==> src/rtl/pq_arb_pkg.sv <==
// rtl/pq_arb_pkg.sv - opcode/state types and opcode decode for pq_access_arbiter
// Build option PQ_ARB_TIMEOUT_EN is consumed by rtl/pq_access_arbiter.sv.
package pq_arb_pkg;

  typedef enum logic [1:0] {
    OP_ENQ     = 2'b00,
    OP_DEQ_MIN = 2'b01,
    OP_DEQ_MAX = 2'b10
  } pq_op_e;

  typedef enum logic [2:0] {
    IDLE,
    ENQ,
    SETTLE,
    DEQ_EMPTY,
    DEQ_ISSUE,
    DEQ_WAIT,
    RESCAN
  } arb_state_e;

  // The reserved encoding 2'b11 behaves as dequeue-smallest.
  function automatic pq_op_e decode_op(input logic [1:0] raw);
    case (raw)
      2'b00:   return OP_ENQ;
      2'b10:   return OP_DEQ_MAX;
      default: return OP_DEQ_MIN;
    endcase
  endfunction

endpackage

==> src/rtl/pq_access_arbiter_if.sv <==
// rtl/pq_access_arbiter_if.sv - requester and priority-queue signals of pq_access_arbiter
// master = requesters plus queue model, slave = the arbiter.
interface pq_access_arbiter_if #(
  parameter int NUM_REQ    = 4,
  parameter int DATA_WIDTH = 32,
  parameter int TAG_WIDTH  = 32
);
  logic [NUM_REQ-1:0]            req_valid_in;
  logic [2*NUM_REQ-1:0]          req_op_in;
  logic [NUM_REQ*DATA_WIDTH-1:0] req_data_in;
  logic [NUM_REQ*TAG_WIDTH-1:0]  req_tag_in;
  logic [NUM_REQ-1:0]            req_ready_out;
  logic [NUM_REQ-1:0]            resp_valid_out;
  logic [DATA_WIDTH-1:0]         resp_data_out;
  logic [TAG_WIDTH-1:0]          resp_tag_out;
  logic                          resp_empty_out;
  logic                          resp_err_out;
  logic                          pq_enq_out;
  logic [DATA_WIDTH-1:0]         pq_enq_data_out;
  logic [TAG_WIDTH-1:0]          pq_enq_tag_out;
  logic                          pq_deq_smallest_out;
  logic                          pq_deq_largest_out;
  logic                          pq_full_in;
  logic                          pq_empty_in;
  logic                          pq_valid_in;
  logic [DATA_WIDTH-1:0]         pq_data_in;
  logic [TAG_WIDTH-1:0]          pq_tag_in;
  logic                          pq_stall_in;
  logic                          busy_out;

  modport master (
    output req_valid_in, req_op_in, req_data_in, req_tag_in,
    output pq_full_in, pq_empty_in, pq_valid_in, pq_data_in, pq_tag_in, pq_stall_in,
    input  req_ready_out, resp_valid_out, resp_data_out, resp_tag_out,
    input  resp_empty_out, resp_err_out, pq_enq_out, pq_enq_data_out,
    input  pq_enq_tag_out, pq_deq_smallest_out, pq_deq_largest_out, busy_out
  );

  modport slave (
    input  req_valid_in, req_op_in, req_data_in, req_tag_in,
    input  pq_full_in, pq_empty_in, pq_valid_in, pq_data_in, pq_tag_in, pq_stall_in,
    output req_ready_out, resp_valid_out, resp_data_out, resp_tag_out,
    output resp_empty_out, resp_err_out, pq_enq_out, pq_enq_data_out,
    output pq_enq_tag_out, pq_deq_smallest_out, pq_deq_largest_out, busy_out
  );
endinterface

==> src/rtl/pq_access_arbiter_rr_arbiter.sv <==
// rtl/pq_access_arbiter_rr_arbiter.sv - combinational round-robin pick of first request at or after ptr
module rr_arbiter #(
  parameter  int N  = 4,
  localparam int IW = (N > 1) ? $clog2(N) : 1
) (
  input  logic [N-1:0]  req_i,
  input  logic [IW-1:0] ptr_i,
  output logic [IW-1:0] gnt_idx_o,
  output logic          gnt_valid_o
);

  // Scan offsets from the far end so the smallest offset from ptr wins.
  always_comb begin
    gnt_valid_o = 1'b0;
    gnt_idx_o   = '0;
    for (int off = N - 1; off >= 0; off--) begin
      if (req_i[(int'(ptr_i) + off) % N]) begin
        gnt_valid_o = 1'b1;
        gnt_idx_o   = IW'((int'(ptr_i) + off) % N);
      end
    end
  end

endmodule

==> src/rtl/pq_access_arbiter.sv <==
// rtl/pq_access_arbiter.sv - round-robin access arbiter sharing one min/max priority queue
// Build option PQ_ARB_TIMEOUT_EN adds a dequeue watchdog that answers with resp_err_out.
module pq_access_arbiter
  import pq_arb_pkg::*;
#(
  parameter int NUM_REQ        = 4,
  parameter int DATA_WIDTH     = 32,
  parameter int TAG_WIDTH      = 32,
  parameter int SETTLE_CYCLES  = 2,
  parameter int TIMEOUT_CYCLES = 64
) (
  input logic clk_in,
  input logic rst_in,
  pq_access_arbiter_if.slave arb_if
);

  localparam int IW = (NUM_REQ > 1) ? $clog2(NUM_REQ) : 1;
  localparam int SW = $clog2(SETTLE_CYCLES + 2);
  localparam logic [NUM_REQ-1:0] ONE = NUM_REQ'(1);

  arb_state_e            state_q;
  logic [IW-1:0]         ptr_q, gnt_q;
  logic [SW-1:0]         settle_q;
  logic [NUM_REQ-1:0]    req_ready_q, resp_valid_q;
  logic [DATA_WIDTH-1:0] enq_data_q, resp_data_q;
  logic [TAG_WIDTH-1:0]  enq_tag_q, resp_tag_q;
  logic                  pq_enq_q, deq_min_q, deq_max_q, resp_empty_q;

  logic [NUM_REQ-1:0]    eligible;
  logic [IW-1:0]         gnt_idx, ptr_d;
  logic                  gnt_valid;
  pq_op_e                gnt_op;

  // Full queue only blocks enqueuers; a rescan in progress blocks everyone.
  always_comb begin
    eligible = '0;
    for (int i = 0; i < NUM_REQ; i++) begin
      eligible[i] = arb_if.req_valid_in[i] && !arb_if.pq_stall_in &&
                    ((decode_op(arb_if.req_op_in[2*i +: 2]) != OP_ENQ) || !arb_if.pq_full_in);
    end
  end

  rr_arbiter #(.N(NUM_REQ)) u_rr (
    .req_i      (eligible),
    .ptr_i      (ptr_q),
    .gnt_idx_o  (gnt_idx),
    .gnt_valid_o(gnt_valid)
  );

  assign gnt_op = decode_op(arb_if.req_op_in[2*int'(gnt_idx) +: 2]);
  assign ptr_d  = (gnt_idx == IW'(NUM_REQ - 1)) ? '0 : gnt_idx + 1'b1;

`ifdef PQ_ARB_TIMEOUT_EN
  localparam int TMW = $clog2(TIMEOUT_CYCLES + 1);
  logic [TMW-1:0] tmo_q;
  logic           resp_err_q;
`endif

  always_ff @(posedge clk_in) begin
    if (rst_in) begin
      state_q      <= IDLE;
      ptr_q        <= '0;
      gnt_q        <= '0;
      settle_q     <= '0;
      req_ready_q  <= '0;
      resp_valid_q <= '0;
      enq_data_q   <= '0;
      enq_tag_q    <= '0;
      resp_data_q  <= '0;
      resp_tag_q   <= '0;
      pq_enq_q     <= 1'b0;
      deq_min_q    <= 1'b0;
      deq_max_q    <= 1'b0;
      resp_empty_q <= 1'b0;
`ifdef PQ_ARB_TIMEOUT_EN
      tmo_q        <= '0;
      resp_err_q   <= 1'b0;
`endif
    end else begin
      req_ready_q  <= '0;
      resp_valid_q <= '0;
      pq_enq_q     <= 1'b0;
      deq_min_q    <= 1'b0;
      deq_max_q    <= 1'b0;
      resp_empty_q <= 1'b0;
`ifdef PQ_ARB_TIMEOUT_EN
      resp_err_q   <= 1'b0;
`endif
      case (state_q)
        IDLE: if (gnt_valid) begin
          gnt_q       <= gnt_idx;
          ptr_q       <= ptr_d;
          req_ready_q <= ONE << gnt_idx;
          if (gnt_op == OP_ENQ) begin
            pq_enq_q   <= 1'b1;
            enq_data_q <= arb_if.req_data_in[int'(gnt_idx)*DATA_WIDTH +: DATA_WIDTH];
            enq_tag_q  <= arb_if.req_tag_in[int'(gnt_idx)*TAG_WIDTH +: TAG_WIDTH];
            state_q    <= ENQ;
          end else if (arb_if.pq_empty_in) begin
            resp_valid_q <= ONE << gnt_idx;
            resp_empty_q <= 1'b1;
            resp_data_q  <= '0;
            resp_tag_q   <= '0;
            state_q      <= DEQ_EMPTY;
          end else begin
            deq_min_q <= (gnt_op == OP_DEQ_MIN);
            deq_max_q <= (gnt_op == OP_DEQ_MAX);
            state_q   <= DEQ_ISSUE;
          end
        end
        ENQ: begin
          settle_q <= '0;
          state_q  <= SETTLE;
        end
        SETTLE: begin
          if (int'(settle_q) >= SETTLE_CYCLES - 1) state_q <= IDLE;
          else settle_q <= settle_q + 1'b1;
        end
        DEQ_EMPTY: state_q <= IDLE;
        DEQ_ISSUE: state_q <= DEQ_WAIT;
        DEQ_WAIT: if (arb_if.pq_valid_in) begin
          resp_valid_q <= ONE << gnt_q;
          resp_data_q  <= arb_if.pq_data_in;
          resp_tag_q   <= arb_if.pq_tag_in;
          state_q      <= RESCAN;
        end
        RESCAN: if (!arb_if.pq_stall_in) state_q <= IDLE;
        default: state_q <= IDLE;
      endcase
`ifdef PQ_ARB_TIMEOUT_EN
      // Error response shows in the last counted cycle; IDLE follows one cycle later.
      if (state_q == DEQ_WAIT || state_q == RESCAN) begin
        tmo_q <= tmo_q + 1'b1;
        if (state_q == DEQ_WAIT && int'(tmo_q) == TIMEOUT_CYCLES - 2) begin
          resp_valid_q <= ONE << gnt_q;
          resp_err_q   <= 1'b1;
          resp_data_q  <= '0;
          resp_tag_q   <= '0;
        end
        if (int'(tmo_q) == TIMEOUT_CYCLES - 1) begin
          resp_valid_q <= '0;
          state_q      <= IDLE;
        end
      end else begin
        tmo_q <= '0;
      end
`endif
    end
  end

  assign arb_if.req_ready_out       = req_ready_q;
  assign arb_if.resp_valid_out      = resp_valid_q;
  assign arb_if.resp_data_out       = resp_data_q;
  assign arb_if.resp_tag_out        = resp_tag_q;
  assign arb_if.resp_empty_out      = resp_empty_q;
  assign arb_if.pq_enq_out          = pq_enq_q;
  assign arb_if.pq_enq_data_out     = enq_data_q;
  assign arb_if.pq_enq_tag_out      = enq_tag_q;
  assign arb_if.pq_deq_smallest_out = deq_min_q;
  assign arb_if.pq_deq_largest_out  = deq_max_q;
  assign arb_if.busy_out            = (state_q != IDLE);
`ifdef PQ_ARB_TIMEOUT_EN
  assign arb_if.resp_err_out        = resp_err_q;
`else
  assign arb_if.resp_err_out        = 1'b0;
`endif

endmodule
==> src/flat_wrapper.sv <==
// flat-port wrapper written by rule: the top's interface ports become plain ports
module pq_access_arbiter_flat import pq_arb_pkg::*;
#(
  parameter int NUM_REQ        = 4,
  parameter int DATA_WIDTH     = 32,
  parameter int TAG_WIDTH      = 32,
  parameter int SETTLE_CYCLES  = 2,
  parameter int TIMEOUT_CYCLES = 64
)
  (clk_in, rst_in, arb_if_req_valid_in, arb_if_req_op_in, arb_if_req_data_in, arb_if_req_tag_in, arb_if_pq_full_in, arb_if_pq_empty_in, arb_if_pq_valid_in, arb_if_pq_data_in, arb_if_pq_tag_in, arb_if_pq_stall_in, arb_if_req_ready_out, arb_if_resp_valid_out, arb_if_resp_data_out, arb_if_resp_tag_out, arb_if_resp_empty_out, arb_if_resp_err_out, arb_if_pq_enq_out, arb_if_pq_enq_data_out, arb_if_pq_enq_tag_out, arb_if_pq_deq_smallest_out, arb_if_pq_deq_largest_out, arb_if_busy_out);
  pq_access_arbiter_if #(.NUM_REQ(NUM_REQ), .DATA_WIDTH(DATA_WIDTH), .TAG_WIDTH(TAG_WIDTH)) arb_if_i ();
  input logic clk_in;
  input logic rst_in;
  input wire logic [$bits(arb_if_i.req_valid_in)-1:0] arb_if_req_valid_in;
  input wire logic [$bits(arb_if_i.req_op_in)-1:0] arb_if_req_op_in;
  input wire logic [$bits(arb_if_i.req_data_in)-1:0] arb_if_req_data_in;
  input wire logic [$bits(arb_if_i.req_tag_in)-1:0] arb_if_req_tag_in;
  input wire logic [$bits(arb_if_i.pq_full_in)-1:0] arb_if_pq_full_in;
  input wire logic [$bits(arb_if_i.pq_empty_in)-1:0] arb_if_pq_empty_in;
  input wire logic [$bits(arb_if_i.pq_valid_in)-1:0] arb_if_pq_valid_in;
  input wire logic [$bits(arb_if_i.pq_data_in)-1:0] arb_if_pq_data_in;
  input wire logic [$bits(arb_if_i.pq_tag_in)-1:0] arb_if_pq_tag_in;
  input wire logic [$bits(arb_if_i.pq_stall_in)-1:0] arb_if_pq_stall_in;
  output wire logic [$bits(arb_if_i.req_ready_out)-1:0] arb_if_req_ready_out;
  output wire logic [$bits(arb_if_i.resp_valid_out)-1:0] arb_if_resp_valid_out;
  output wire logic [$bits(arb_if_i.resp_data_out)-1:0] arb_if_resp_data_out;
  output wire logic [$bits(arb_if_i.resp_tag_out)-1:0] arb_if_resp_tag_out;
  output wire logic [$bits(arb_if_i.resp_empty_out)-1:0] arb_if_resp_empty_out;
  output wire logic [$bits(arb_if_i.resp_err_out)-1:0] arb_if_resp_err_out;
  output wire logic [$bits(arb_if_i.pq_enq_out)-1:0] arb_if_pq_enq_out;
  output wire logic [$bits(arb_if_i.pq_enq_data_out)-1:0] arb_if_pq_enq_data_out;
  output wire logic [$bits(arb_if_i.pq_enq_tag_out)-1:0] arb_if_pq_enq_tag_out;
  output wire logic [$bits(arb_if_i.pq_deq_smallest_out)-1:0] arb_if_pq_deq_smallest_out;
  output wire logic [$bits(arb_if_i.pq_deq_largest_out)-1:0] arb_if_pq_deq_largest_out;
  output wire logic [$bits(arb_if_i.busy_out)-1:0] arb_if_busy_out;
  assign arb_if_i.req_valid_in = arb_if_req_valid_in;
  assign arb_if_i.req_op_in = arb_if_req_op_in;
  assign arb_if_i.req_data_in = arb_if_req_data_in;
  assign arb_if_i.req_tag_in = arb_if_req_tag_in;
  assign arb_if_i.pq_full_in = arb_if_pq_full_in;
  assign arb_if_i.pq_empty_in = arb_if_pq_empty_in;
  assign arb_if_i.pq_valid_in = arb_if_pq_valid_in;
  assign arb_if_i.pq_data_in = arb_if_pq_data_in;
  assign arb_if_i.pq_tag_in = arb_if_pq_tag_in;
  assign arb_if_i.pq_stall_in = arb_if_pq_stall_in;
  assign arb_if_req_ready_out = arb_if_i.req_ready_out;
  assign arb_if_resp_valid_out = arb_if_i.resp_valid_out;
  assign arb_if_resp_data_out = arb_if_i.resp_data_out;
  assign arb_if_resp_tag_out = arb_if_i.resp_tag_out;
  assign arb_if_resp_empty_out = arb_if_i.resp_empty_out;
  assign arb_if_resp_err_out = arb_if_i.resp_err_out;
  assign arb_if_pq_enq_out = arb_if_i.pq_enq_out;
  assign arb_if_pq_enq_data_out = arb_if_i.pq_enq_data_out;
  assign arb_if_pq_enq_tag_out = arb_if_i.pq_enq_tag_out;
  assign arb_if_pq_deq_smallest_out = arb_if_i.pq_deq_smallest_out;
  assign arb_if_pq_deq_largest_out = arb_if_i.pq_deq_largest_out;
  assign arb_if_busy_out = arb_if_i.busy_out;
  pq_access_arbiter #(.NUM_REQ(NUM_REQ), .DATA_WIDTH(DATA_WIDTH), .TAG_WIDTH(TAG_WIDTH), .SETTLE_CYCLES(SETTLE_CYCLES), .TIMEOUT_CYCLES(TIMEOUT_CYCLES)) u_core (.clk_in(clk_in), .rst_in(rst_in), .arb_if(arb_if_i));
endmodule
==> config.mk <==
export PLATFORM = sky130hd
export DESIGN_NAME = pq_access_arbiter_flat
export DESIGN_NICKNAME = d
export VERILOG_FILES = /design/src/rtl/pq_arb_pkg.sv /design/src/rtl/pq_access_arbiter_if.sv /design/src/rtl/pq_access_arbiter_rr_arbiter.sv /design/src/rtl/pq_access_arbiter.sv /design/src/flat_wrapper.sv
export SDC_FILE = /design/constraint.sdc
export NUM_CORES = 1
export LEC_CHECK = 0
export CAP_MARGIN = 20
export CELL_PAD_IN_SITES_DETAIL_PLACEMENT = 1
export CELL_PAD_IN_SITES_GLOBAL_PLACEMENT = 1
export CORE_MARGIN = 10
export CORE_UTILIZATION = 29
export DETAILED_ROUTE_END_ITERATION = 8
export PLACE_DENSITY_LB_ADDON = 0.3
export SLEW_MARGIN = 5
export SYNTH_ARGS = -nofsm -noshare
export SYNTH_HDL_FRONTEND = slang
export SYNTH_SLANG_ARGS = --single-unit
export TNS_END_PERCENT = 5
==> constraint.sdc <==
create_clock -name clk_in -period 9.5 [get_ports clk_in]
set_input_delay 1.9 -clock clk_in [delete_from_list [all_inputs] [get_ports clk_in]]
set_output_delay 1.9 -clock clk_in [all_outputs]
set_load 0.005 [all_outputs]
== After elaboration in Yosys (flattened, before gate mapping) ==
Index checks and enable logic that the tools add are counted.

* Flip-flop bits (word level): 149
* Input port bits: 338
* Output and inout bits: 142
* Word-level logic and storage cells: 141

* Reduce and logical (&&, ||, !) cells: 39
* Muxes and demuxes: 48
* Add/sub/neg operators: 5
* Eq/ne operators: 20
* $lt $le $gt $ge: 5
* Shifts and indexed selects: 5
* Bitwise gates (word level): 5

{| class="wikitable"
|+ Operators with widths
! operator !! count
|-
| $shiftx A128 B8 Y32 || 2
|-
| $mux W32 || 5
|-
| $pmux W32 S2 || 2
|-
| $pmux W2 S2 || 6
|-
| $mux W3 || 6
|-
| $pmux W3 S6 || 1
|-
| $mux W4 || 4
|-
| $eq A2 B2 Y1 const B || 7
|-
| $mux W1 || 13
|-
| $logic_not A2 Y1 || 6
|-
| $lt A3 B4 Y1 const B || 3
|-
| $mux W2 || 6
|-
| $reduce_bool A2 Y1 || 6
|-
| $ne A2 B2 Y1 const B || 5
|-
| $eq A3 B3 Y1 const B || 3
|-
| $bmux W1 S2 || 4
|-
| $logic_and A1 B1 Y1 || 8
|-
| $pmux W4 S2 || 1
|-
| $shiftx A8 B4 Y2 || 1
|-
| $shl A1 B2 Y4 const A || 2
|-
| $add A2 B1 Y2 const B || 3
|-
| $reduce_or A2 Y1 || 3
|-
| $reduce_and A5 Y1 || 1
|-
| $reduce_or A5 Y1 || 1
|-
| 18 further kinds || 28
|}

== Depth between registers and ports, before layout ==
Gate-level depths: netlist of run 1.

* Word-level depth: 19
* Mapped depth: 11
* Mapped depth without buffers: 8

== Cells and area by module ==
Synthesis of run 1 repeated with hierarchy kept, for this count alone.

* Cells, all modules: 628
* Area, all modules: 6819.0 µm²

{| class="wikitable"
|+ By module, submodules not included
! module !! sequential area each (µm²) !! area each (µm²) !! instances !! cells an instance
|-
| pq_access_arbiter || 2982.9 || 6741.5 || 1 || 615
|-
| rr_arbiter || 0.0 || 77.6 || 1 || 13
|}

== Worst setup path after synthesis of run 1 ==
OpenSTA, ideal clock, no wires.

* Path type: input to register
* Start: in arb_if_req_op_in[0]
* End: reg u_core.enq_data_q[15] (netlist: u_core.arb_if.pq_enq_data_out[15])
* Cell stages on the path: 11
* Required time: 9.377 ns
* Setup time: 0.123 ns
* Arrival time: 4.224 ns
* Buffers on the path: 4
* Slack: 5.153 ns
* Cells stage by stage: or3b_1 -> and2_1 -> a21oi_1 -> o221a_2 -> clkbuf_1 -> mux4_2 -> or3_1 -> clkbuf_1 -> buf_6 -> buf_6 -> mux2i_1

* Cells in the longest elaborated chain, start to end: 17
* Elaborated cells on any way between the ends: 32
* Classes of those cells: eq/ne (2); shift (2); mux (21); reduce/logical (7)

{| class="wikitable"
|+ RTL lines
! element !! RTL line !! source
|-
| start: declaration || flat_wrapper.sv:15 || <nowiki>input wire logic [$bits(arb_if_i.req_op_in)-1:0] arb_if_req_op_in;</nowiki>
|-
| $eq A2 B2 Y1 / $logic_not A2 Y1 (equally long branches) || pq_arb_pkg.sv:23 || <nowiki>case (raw)</nowiki>
|-
| $pmux W2 S2 || pq_arb_pkg.sv:23 ||
|-
| $reduce_bool A2 Y1 || pq_access_arbiter.sv:39 || <nowiki>((decode_op(arb_if.req_op_in[2*i +: 2]) != OP_ENQ) || !arb_if.pq_full_in);</nowiki>
|-
| $logic_or A1 B1 Y1 || pq_access_arbiter.sv:39 ||
|-
| $logic_and A1 B1 Y1 || pq_access_arbiter.sv:38 || <nowiki>eligible[i] = arb_if.req_valid_in[i] && !arb_if.pq_stall_in &&</nowiki>
|-
| $bmux W1 S2 || pq_access_arbiter_rr_arbiter.sv:17 || <nowiki>if (req_i[(int'(ptr_i) + off) % N]) begin</nowiki>
|-
| $mux W1 (implied by the code) (2 in series) || pq_access_arbiter_rr_arbiter.sv:17 ||
|-
| $mux W2 (4 in series) || pq_access_arbiter_rr_arbiter.sv:17 ||
|-
| $shiftx A8 B4 Y2 || pq_access_arbiter.sv:50 || <nowiki>assign gnt_op = decode_op(arb_if.req_op_in[2*int'(gnt_idx) +: 2]);</nowiki>
|-
| $eq A2 B2 Y1 / $logic_not A2 Y1 (equally long branches) || pq_arb_pkg.sv:23 ||
|-
| $pmux W2 S2 || pq_arb_pkg.sv:23 ||
|-
| $logic_not A2 Y1 || pq_access_arbiter.sv:94 || <nowiki>if (gnt_op == OP_ENQ) begin</nowiki>
|-
| $reduce_and A3 Y1 (no source line) || n/a ||
|-
| end signal: assignment || pq_access_arbiter.sv:96 || <nowiki>enq_data_q <= arb_if.req_data_in[int'(gnt_idx)*DATA_WIDTH +: DATA_WIDTH];</nowiki>
|-
| end: declaration || pq_access_arbiter.sv:25 || <nowiki>logic [DATA_WIDTH-1:0] enq_data_q, resp_data_q;</nowiki>
|}

Several ways; a longest one is shown, not always the timed one. The select of a mux whose other input is x is not followed.
A chain may end at the register's enable or synchronous reset.

== Worst setup path in the final report of run 1 ==
* Start: in arb_if_pq_full_in
* End: reg u_core.enq_tag_q[25] (netlist: u_core.arb_if.pq_enq_tag_out[25])

* Cells in the longest elaborated chain, start to end: 15
* Elaborated cells on any way between the ends: 35
* Classes of those cells: eq/ne (1); shift (2); mux (20); reduce/logical (12)

{| class="wikitable"
|+ RTL lines
! element !! RTL line !! source
|-
| start: declaration || flat_wrapper.sv:18 || <nowiki>input wire logic [$bits(arb_if_i.pq_full_in)-1:0] arb_if_pq_full_in;</nowiki>
|-
| $logic_not A1 Y1 (*) || pq_access_arbiter.sv:39 ||
|-
| $logic_or A1 B1 Y1 || pq_access_arbiter.sv:39 ||
|-
| $logic_and A1 B1 Y1 || pq_access_arbiter.sv:38 ||
|-
| $bmux W1 S2 || pq_access_arbiter_rr_arbiter.sv:17 ||
|-
| $mux W1 (implied by the code) (2 in series) || pq_access_arbiter_rr_arbiter.sv:17 ||
|-
| $mux W2 (4 in series) || pq_access_arbiter_rr_arbiter.sv:17 ||
|-
| $shiftx A8 B4 Y2 || pq_access_arbiter.sv:50 ||
|-
| $eq A2 B2 Y1 / $logic_not A2 Y1 (equally long branches) || pq_arb_pkg.sv:23 ||
|-
| $pmux W2 S2 || pq_arb_pkg.sv:23 ||
|-
| $logic_not A2 Y1 || pq_access_arbiter.sv:94 ||
|-
| $reduce_and A3 Y1 (no source line) || n/a ||
|-
| end signal: assignment || pq_access_arbiter.sv:97 || <nowiki>enq_tag_q <= arb_if.req_tag_in[int'(gnt_idx)*TAG_WIDTH +: TAG_WIDTH];</nowiki>
|-
| end: declaration || pq_access_arbiter.sv:26 || <nowiki>logic [TAG_WIDTH-1:0] enq_tag_q, resp_tag_q;</nowiki>
|}

Every way passes the cells marked *; elsewhere a longest branch is shown, timed or not. The select of a mux whose other input is x is not followed.

==> flow_summary.toml, run 1 <==
[worst_setup_path]
cp_max_fo = 78
r2r_slack_ns = 5.78
slowest_delay_ns = 0.68
path_cells = "clkdlybuf4s50_1 -> or3b_1 -> a32oi_1 -> o211ai_2 -> inv_6 -> mux4_2 -> or3_4 -> buf_4 -> mux2i_1"
required_ns = 9.75
timing.critical_path.buf_inv = 3
arrival_ns = 5.82
crit_path_start_kind = "input pin"
endpoint_kind = "flip-flop"
critPathKind = "in -> reg"
critPathSlowestCell = "mux4_2"
path_delay_family = "buffers and inverters"

[logic_synthesis]
synth.distinct_cells = 44
async_reset_ff_frac = 0
ys_seq_area_frac = 0.352
synth_fp_nets = 1330
syn_inst = 987
synth.ff_latch_count = 149
avgSynthCellArea_um2 = 8.59
yosys_warnings = 0
synth_edf_count = 0
ys.flop_type = "dfxtp_1"
synth_area_mm2 = 0.00848

[pwr]
switchingPower_uw = 761
intPower_mw = 1.50
switching_share = 0.337
powerDensity_mw_per_mm2 = 161
irDropWorstVdd_v = 0.000114
combPwrFrac = 0.358
pwr-share-seq = 0.327
clockPowerShare = 0.315
leakagePower_nw = 5.23

[floorplanning]
boundaryPins = 480
die_x_um = 191
coreArea_mm2 = 0.0288
start_util = 0.295
rows = 62
dieArea_mm2 = 0.0365
fp.dieH_um = 191

[sta]
whs_ns = 0.463
finClkSkew_ns = 0.0141
fin_setup_tns_ns = 0
clock.fmax_ghz = 0.179
slew_violations = 0
max-slew-margin-rel = 0.353
layout_min_cycle_time_ns = 5.57
min_period_over_period = 0.587
setup_viol = 0
rsz0062_at_grt = "no"
finalHoldViolCount = 0
tightest_slew_ns = 0.970

[detailed_routing]
vias_per_cell = 4.95
drt_wl_total_um = 39600
drc = 0
vias = 8945
drt_iter0_markers = 363
dr.pass1.iters = 4
ant_nets = 0
routedWlPerCell_um = 21.9

[grt]
grt_pass1_wl_um = 57800
grt_overflow = 0
grt_start_max_net_pins = 83
grt_pass1_vias = 9574
track_usage = 0.205
grt_antenna_before_repair = 14

[job]
maxCapViolCount = 0

[clocking]
htreeDepth = 4
cts_sinks = 149
root_buffer = "clkbuf_16"
cts_buffers = 17
holdBufCountCts = 0
clk_latency_ns = 0.42
clk_pin_slew_ns = 0.07
cts_tree = "yes"
cts_setup_buffers = 0
cts_resized = 0
clockBufferDepth = 2

[finish]
drive_gt1_frac = 0.0849
regArea_mm2 = 0.00298
final_nets = 1744
multi_input_area_mm2 = 0.00506
n_fill_cell = 3310
area_delta_synth_final_pct = 66.0
fin_cells = 1808

[placed_design]
place_inst = 1766
gp_congestion = 0.808
portBuffers = 478
dp_hpwl_um = 30800

[outcome]
outcome = "finished, final reports clean"

[worst_hold_path]
min_path_type = "reg -> reg"
## metrics by stage
stage	setup WS [ns]	utilization	area, µm²	total power, mW
detailed placement	3.44	0.467	13400	1.57
floorplan	5.15	-	8480	1.19
finish	3.93	0.489	14100	2.26
global route	3.73	0.489	14100	2.39
CTS	3.90	0.488	14000	2.29
global placement	3.54	0.467	13400	1.56
## final cells by class
cell class	count	area share
Multi-Input combinational cell	730	0.359
Timing Repair Buffer	488	0.345
Sequential cell	149	0.212
Tap cell	384	0.0341
Clock buffer	17	0.0302
Clock inverter	15	0.0130
Inverter	15	0.00453
Antenna cell	10	0.00178
## worst paths after layout
| kind | cells past startpoint | start | endpoint |
|---|---|---|---|
| hold reg to reg | 2 | u_core.arb_if.pq_enq_data_out[17] | u_core.arb_if.pq_enq_data_out[17] |
| hold / removal | 2 | u_core.arb_if.pq_enq_data_out[17] | u_core.arb_if.pq_enq_data_out[17] |
| setup / recovery | 9 | arb_if_pq_full_in | u_core.arb_if.pq_enq_tag_out[25] |
| setup reg to reg | 8 | u_core.ptr_q[1] | u_core.arb_if.pq_enq_tag_out[25] |
## cell families (layout without fill, tap and decap cells)
family / after synthesis / after routing / synth area share
other: 1 / 11 / 0.000442
adder cells (fa/ha/maj): 5 / 5 / 0.00738
buffers and inverters: 108 / 535 / 0.0555
multiplexers: 198 / 198 / 0.246
flip-flops: 149 / 149 / 0.352
AO/OA/AOI/OAI: 223 / 223 / 0.177
AND/OR/NAND/NOR: 303 / 303 / 0.162
## tightest hold or removal path, stage by stage, from the launching register on
cell	delay [ns]
dfxtp_1	0.31
nand2_1	0.05
mux2i_1	0.05
## cell usage after synthesis, types with 6 or more instances
master    number  area, µm²
a22oi_1       64        480
buf_1          7       26.3
buf_2         13       65.1
buf_6          6       67.6
clkbuf_1      66        248
dfxtp_1      149       2980
inv_1         14       52.6
mux2_2        65        732
mux2i_1      131       1310
nand2_1      200        751
nor2_1        14       52.6
nor2b_1       66        413
o211ai_1      66        495
o21ai_1       67        335
## cell usage in the layout (no fill, tap or decap), types with 3 or more instances in the layout
master             n
a21oi_1            5
a22oi_1           64
a31oi_1            4
buf_4             10
clkbuf_16         17
clkdlybuf4s50_1  477
dfxtp_1          149
diode_2           10
ha_1               5
inv_1             13
inv_6              7
inv_8              3
mux2_2            65
mux2i_1          131
nand2_1          199
nand2b_1           4
nor2_1            14
nor2b_1           66
nor3b_1            3
o211ai_1          66
o21ai_1           66
o22ai_1            5
## registers in the layout (all words and copies together), names as in the netlist
name                               flops
u_core.arb_if.pq_enq_data_out         32
u_core.arb_if.pq_enq_tag_out          32
u_core.arb_if.resp_data_out           32
u_core.arb_if.resp_tag_out            32
u_core.arb_if.req_ready_out            4
u_core.arb_if.resp_valid_out           4
u_core.state_q                         3
u_core.gnt_q                           2
u_core.ptr_q                           2
u_core.settle_q                        2
u_core.arb_if.pq_deq_largest_out       1
u_core.arb_if.pq_deq_smallest_out      1
u_core.arb_if.pq_enq_out               1
u_core.arb_if.resp_empty_out           1
## power groups by stage
stage               clock, mW  combinational, mW  sequential [mW]
CTS                     0.726              0.821            0.739
global route            0.760              0.881            0.749
global placement            0              0.810            0.747
floorplan                   0              0.451            0.736
detailed placement          0              0.817            0.752
finish                  0.711              0.809            0.739
## per-layer routing
metal,global-route usage,share of wire,vias to the layer above
li1,-,-,4335
met1,0.204,0.36,4270
met2,0.373,0.52,288
met3,0.0913,0.095,42
met4,0.0657,0.018,10
met5,0,0.0013,-
Note: power is estimated with default switching activity, not from simulation.
==> run 2: changes to the inputs <==
Settings changed: CORE_UTILIZATION 29 to 25.
Clock period 9.5 ns to 5.05 ns, I/O delays scaled along.
==> run 2 against run 1 <==
Wire length increased by 4.5%. Critical path type unchanged. Worst hold slack got worse by 0.00072 ns. Utilization decreased by 6.6 points. Sequential share of layout area decreased by 0.14 points. Highest routed layer unchanged.
==> flow_summary.toml, run 2 (synthesis results as in run 1) <==
[worst_setup_path]
r2r_cells = 8
slowest_delay_ns = 0.51
critPathKind = "in -> reg"
reg2reg_from = "u_core.ptr_q[1]"
arrival_ns = 4.22
path_cells = "clkdlybuf4s50_1 -> or3b_1 -> and2_1 -> a21oi_1 -> o221a_4 -> mux4_2 -> or3_4 -> buf_12 -> mux2i_1"
r2r_slack_ns = 2.25
timing.rr.end = "u_core.arb_if.pq_enq_tag_out[29]"
path_delay_family = "simple AND/OR/NAND/NOR gates"
timing.critical_path.buf_inv = 2
cp_max_fo = 65
crit_start = "arb_if_pq_full_in"
endpoint_kind = "flip-flop"
required_ns = 5.35
critPathSlowestCell = "clkdlybuf4s50_1"
crit_path_start_kind = "input pin"

[floorplanning]
start_util = 0.253
boundaryPins = 480
die_x_um = 204
rows = 67
coreArea_mm2 = 0.0335
fp.dieH_um = 204
dieArea_mm2 = 0.0417

[finish]
area_delta_synth_final_pct = 67.1
drive_gt1_frac = 0.0862
n_fill_cell = 3930
post-route-util = 0.423
mostFrequentLayoutCell = "clkdlybuf4s50_1"
layout_common_cells = "clkdlybuf4s50_1 (477), nand2_1 (199), dfxtp_1 (149)"
final_nets = 1746

[clocking]
clk_latency_ns = 0.44
cts_setup_buffers = 0
holdBufCountCts = 0
cts_buffers = 17
root_buffer = "clkbuf_16"
cts_tree = "yes"
clockBufferDepth = 2
htreeDepth = 4
clk_pin_slew_ns = 0.07
cts_sinks = 149
cts_resized = 0

[grt]
track_usage = 0.190
use_met1 = 0.202
grt_overflow = 0
busiest_layer = "met2"
grt_pass1_vias = 9760
gr-usage-met3 = 0.0739
grt_start_max_net_pins = 97
grt_pass1_wl_um = 60900
grt_util_met2 = 0.340
grt_antenna_before_repair = 6

[sta]
clock.fmax_ghz = 0.255
finalHoldViolCount = 0
finClkSkew_ns = 0.0120
rsz0062_at_grt = "no"
min_period_over_period = 0.776
slew_violations = 0
tightest_slew_ns = 0.746
fin_setup_tns_ns = 0
layout_min_cycle_time_ns = 3.92
setup_viol = 0
max-slew-margin-rel = 0.502

[worst_hold_path]
min_path_type = "reg -> reg"
hold_start = "u_core.arb_if.pq_enq_tag_out[26]"
holdPathStages = 2
min_to = "u_core.arb_if.pq_enq_tag_out[26]"

[job]
maxCapViolCount = 0

[detailed_routing]
vias_per_cell = 4.79
routedWlPerCell_um = 22.2
drt_wl_total_um = 41400
vias = 8939
dr.pass1.iters = 4
drt_iter0_markers = 380
ant_nets = 0
drc = 0

[pwr]
leakagePower_nw = 5.24
powerDensity_mw_per_mm2 = 301
irDropWorstVdd_v = 0.000272

[placed_design]
dp_hpwl_um = 32800
gp_congestion = 0.787
portBuffers = 478

[outcome]
outcome = "finished, final reports clean"
[run 2: report_power, final]
group | leakage [nW] | internal [mW] | switching, mW
registers | 1.21 | 1.30 | 0.0942
clock network | 0.278 | 0.707 | 0.596
logic | 3.76 | 0.792 | 0.775
total | 5.24 | 2.80 | 1.47
[run 2: per-stage QoR]
step | hold WS, ns | setup WS, ns | total power [mW] | area [µm²] | std cells
after floorplan | 0.451 | 1.59 | 2.23 | 8480 | 987
after global placement | 0.445 | 0.792 | 2.97 | 13600 | 1832
after detailed placement | 0.455 | 0.734 | 2.99 | 13600 | 1832
after CTS | 0.467 | 1.19 | 4.32 | 14200 | 1864
after global routing | 0.488 | 0.992 | 4.50 | 14200 | 1865
final | 0.463 | 1.13 | 4.26 | 14200 | 1865
[run 2: cell type report]
cell class | instances | area, µm² | share of cell area
inverters | 15 | 63.8 | 0.00450
flip-flops and latches | 149 | 2980 | 0.211
well taps | 448 | 561 | 0.0396
clock inverters | 14 | 141 | 0.00998
multi-input cells | 730 | 5060 | 0.357
repair buffers | 490 | 4920 | 0.347
clock buffers | 18 | 439 | 0.0310
diodes | 1 | 2.50 | 0.000177
[run 2: tightest hold or removal path: cells and delay by family (launching register included)]
family	cells	cell delay (ns)
flops	1	0.31
mux	1	0.06
simple gates	1	0.05
[run 2: worst max path at each step]
stage                     slack (ns)  depth (start not counted)                                end
after global placement          0.79                          9     u_core.arb_if.resp_tag_out[24]
after CTS                       1.19                          9    u_core.arb_if.resp_data_out[24]
after global routing            0.99                          9     u_core.arb_if.resp_tag_out[24]
after floorplan                 1.59                         11  u_core.arb_if.pq_enq_data_out[15]
after detailed placement        0.73                          9    u_core.arb_if.resp_data_out[24]
final                           1.13                          9   u_core.arb_if.pq_enq_tag_out[29]
[run 2: layer usage]
layer	up-vias	wire, µm	part of all wire
li1	4324	-	-
met1	4256	16000	0.39
met2	313	20800	0.50
met3	44	3720	0.090
met4	2	830	0.020
met5	-	12	0.00029
==> run 3: changes to the inputs <==
Clock period 5.05 ns to 3.2 ns, I/O delays scaled along.
==> run 3 against run 2 <==
Non-clock buffer count rose by 22. Critical endpoint is now u_core.arb_if.pq_enq_tag_out[18]. Flip-flop and latch count did not move. Highest routed layer is now met4. Clock skew barely moved.
==> flow_summary.toml, run 3 (synthesis results as in run 1) <==
[clocking]
clk_latency_ns = 0.43
cts_tree = "yes"
holdBufCountCts = 0
root_buffer = "clkbuf_16"
clockBufferDepth = 2
clk_pin_slew_ns = 0.08
cts_sinks = 149
cts_buffers = 17
cts_resized = 0
htreeDepth = 4
cts_setup_buffers = 0

[finish]
post-route-util = 0.430
final_area_mm2 = 0.0144
n_fill_cell = 3883
final_nets = 1768
area_delta_synth_final_pct = 70.2
layout_common_cells = "clkdlybuf4s50_1 (477), nand2_1 (199), dfxtp_1 (149)"
drive_gt1_frac = 0.104
mostFrequentLayoutCell = "clkdlybuf4s50_1"

[sta]
finClkSkew_ns = 0.0120
clock.fmax_ghz = 0.319
tightest_slew_ns = 0.882
setup_viol = 0
layout_min_cycle_time_ns = 3.14
max-slew-margin-rel = 0.412
finalHoldViolCount = 0
whs_ns = 0.462
min_period_over_period = 0.980
slew_violations = 0

[worst_setup_path]
reg2reg_from = "u_core.ptr_q[1]"
path_depth = 9
critPathKind = "in -> reg"
path_cells = "clkdlybuf4s50_1 -> or3b_4 -> a32oi_2 -> o211ai_2 -> inv_6 -> mux4_2 -> or3_4 -> buf_12 -> mux2i_2"
r2r_cells = 8
crit_start = "arb_if_pq_full_in"
endpoint_kind = "flip-flop"
slowest_delay_ns = 0.52
required_ns = 3.50
timing.rr.end = "u_core.arb_if.pq_enq_tag_out[18]"
r2r_slack_ns = 0.60
arrival_ns = 3.44
path_delay_family = "simple AND/OR/NAND/NOR gates"
cp_max_fo = 28
critPathSlowestCell = "clkdlybuf4s50_1"
timing.critical_path.buf_inv = 3
crit_end = "u_core.arb_if.pq_enq_tag_out[18]"
crit_path_start_kind = "input pin"

[placed_design]
portBuffers = 478
gp_congestion = 0.790
dp_hpwl_um = 33300
placed_area_mm2 = 0.0138

[floorplanning]
start_util = 0.253
coreArea_mm2 = 0.0335
fp.dieH_um = 204
boundaryPins = 480
dieArea_mm2 = 0.0417
rows = 67
die_x_um = 204

[pwr]
intPower_mw = 4.44
clockPowerShare = 0.291
switchingPower_mw = 2.35
switching_share = 0.346
pwr-share-seq = 0.323
combPwrFrac = 0.386
irDropWorstVdd_v = 0.000329
leakagePower_nw = 5.36
powerDensity_mw_per_mm2 = 471

[detailed_routing]
dr.pass1.iters = 5
drc = 0
vias_per_cell = 4.77
routedWlPerCell_um = 22.0
vias = 9020
ant_nets = 0
drt_iter0_markers = 385
drt_wl_total_um = 41600

[grt]
grt_start_max_net_pins = 84
grt_pass1_wl_um = 60700
grt_overflow = 0
grt_antenna_before_repair = 5
track_usage = 0.190
grt_pass1_vias = 9793

[job]
maxCapViolCount = 0

[outcome]
outcome = "finished, final reports clean"

[worst_hold_path]
hold_start = "u_core.arb_if.pq_enq_tag_out[11]"
min_path_type = "reg -> reg"
## run 3: metrics by stage
| step | setup WS (ns) | power (mW) | cells | setup TNS [ns] |
|---|---|---|---|---|
| floorplan | 0.113 | 3.52 | 987 | 0 |
| global route | -0.0274 | 7.18 | 1890 | -0.0775 |
| detailed placement | -0.362 | 4.87 | 1854 | -40.39 |
| finish | 0.0626 | 6.79 | 1891 | 0 |
| CTS | 0.0815 | 6.88 | 1886 | 0 |
| global placement | -0.318 | 4.83 | 1854 | -34.74 |
## run 3: per-layer routing
layer | vias to the layer above | share of wire | wire (µm) | track usage
li1 | 4374 | - | - | -
met1 | 4283 | 0.38 | 15700 | 0.197
met2 | 320 | 0.50 | 20900 | 0.335
met3 | 43 | 0.092 | 3810 | 0.0764
met4 | 0 | 0.028 | 1150 | 0.0759
met5 | - | 0 | 0 | 0
## run 3: worst min-delay path, cell delays in order, from the launching register on
cell,delay [ns]
dfxtp_1,0.31
nand2_1,0.05
mux2i_1,0.05
## run 3: final cells by class
class	instances	area (µm²)	area share
multi-input cells	730	5080	0.352
flip-flops and latches	149	2980	0.207
diodes	5	12.5	0.000867
clock buffers	17	425	0.0295
well taps	448	561	0.0388
inverters	15	63.8	0.00442
clock inverters	15	140	0.00971
repair buffers	512	5160	0.358
## run 3: how the worst min path moves through the flow
stage                                                   end  slack (ns)  cells past startpoint
after CTS                  u_core.arb_if.pq_enq_tag_out[11]        0.46                      2
after global placement    u_core.arb_if.pq_enq_data_out[31]        0.44                      2
after detailed placement   u_core.arb_if.pq_enq_data_out[6]        0.46                      2
final                      u_core.arb_if.pq_enq_tag_out[11]        0.46                      2
after floorplan                          u_core.settle_q[0]        0.45                      2
after global routing       u_core.arb_if.pq_enq_tag_out[11]        0.48                      2
## run 3: power by group through the flow
| stage | logic [mW] | registers, mW | clock network, mW |
|---|---|---|---|
| 3_3_place_gp | 2.60 | 2.22 | 0 |
| 5_1_grt | 2.83 | 2.22 | 2.13 |
| 3_5_place_dp | 2.63 | 2.23 | 0 |
| 4_1_cts | 2.65 | 2.19 | 2.04 |
| 2_1_floorplan | 1.34 | 2.18 | 0 |
| 6_report | 2.62 | 2.20 | 1.98 |
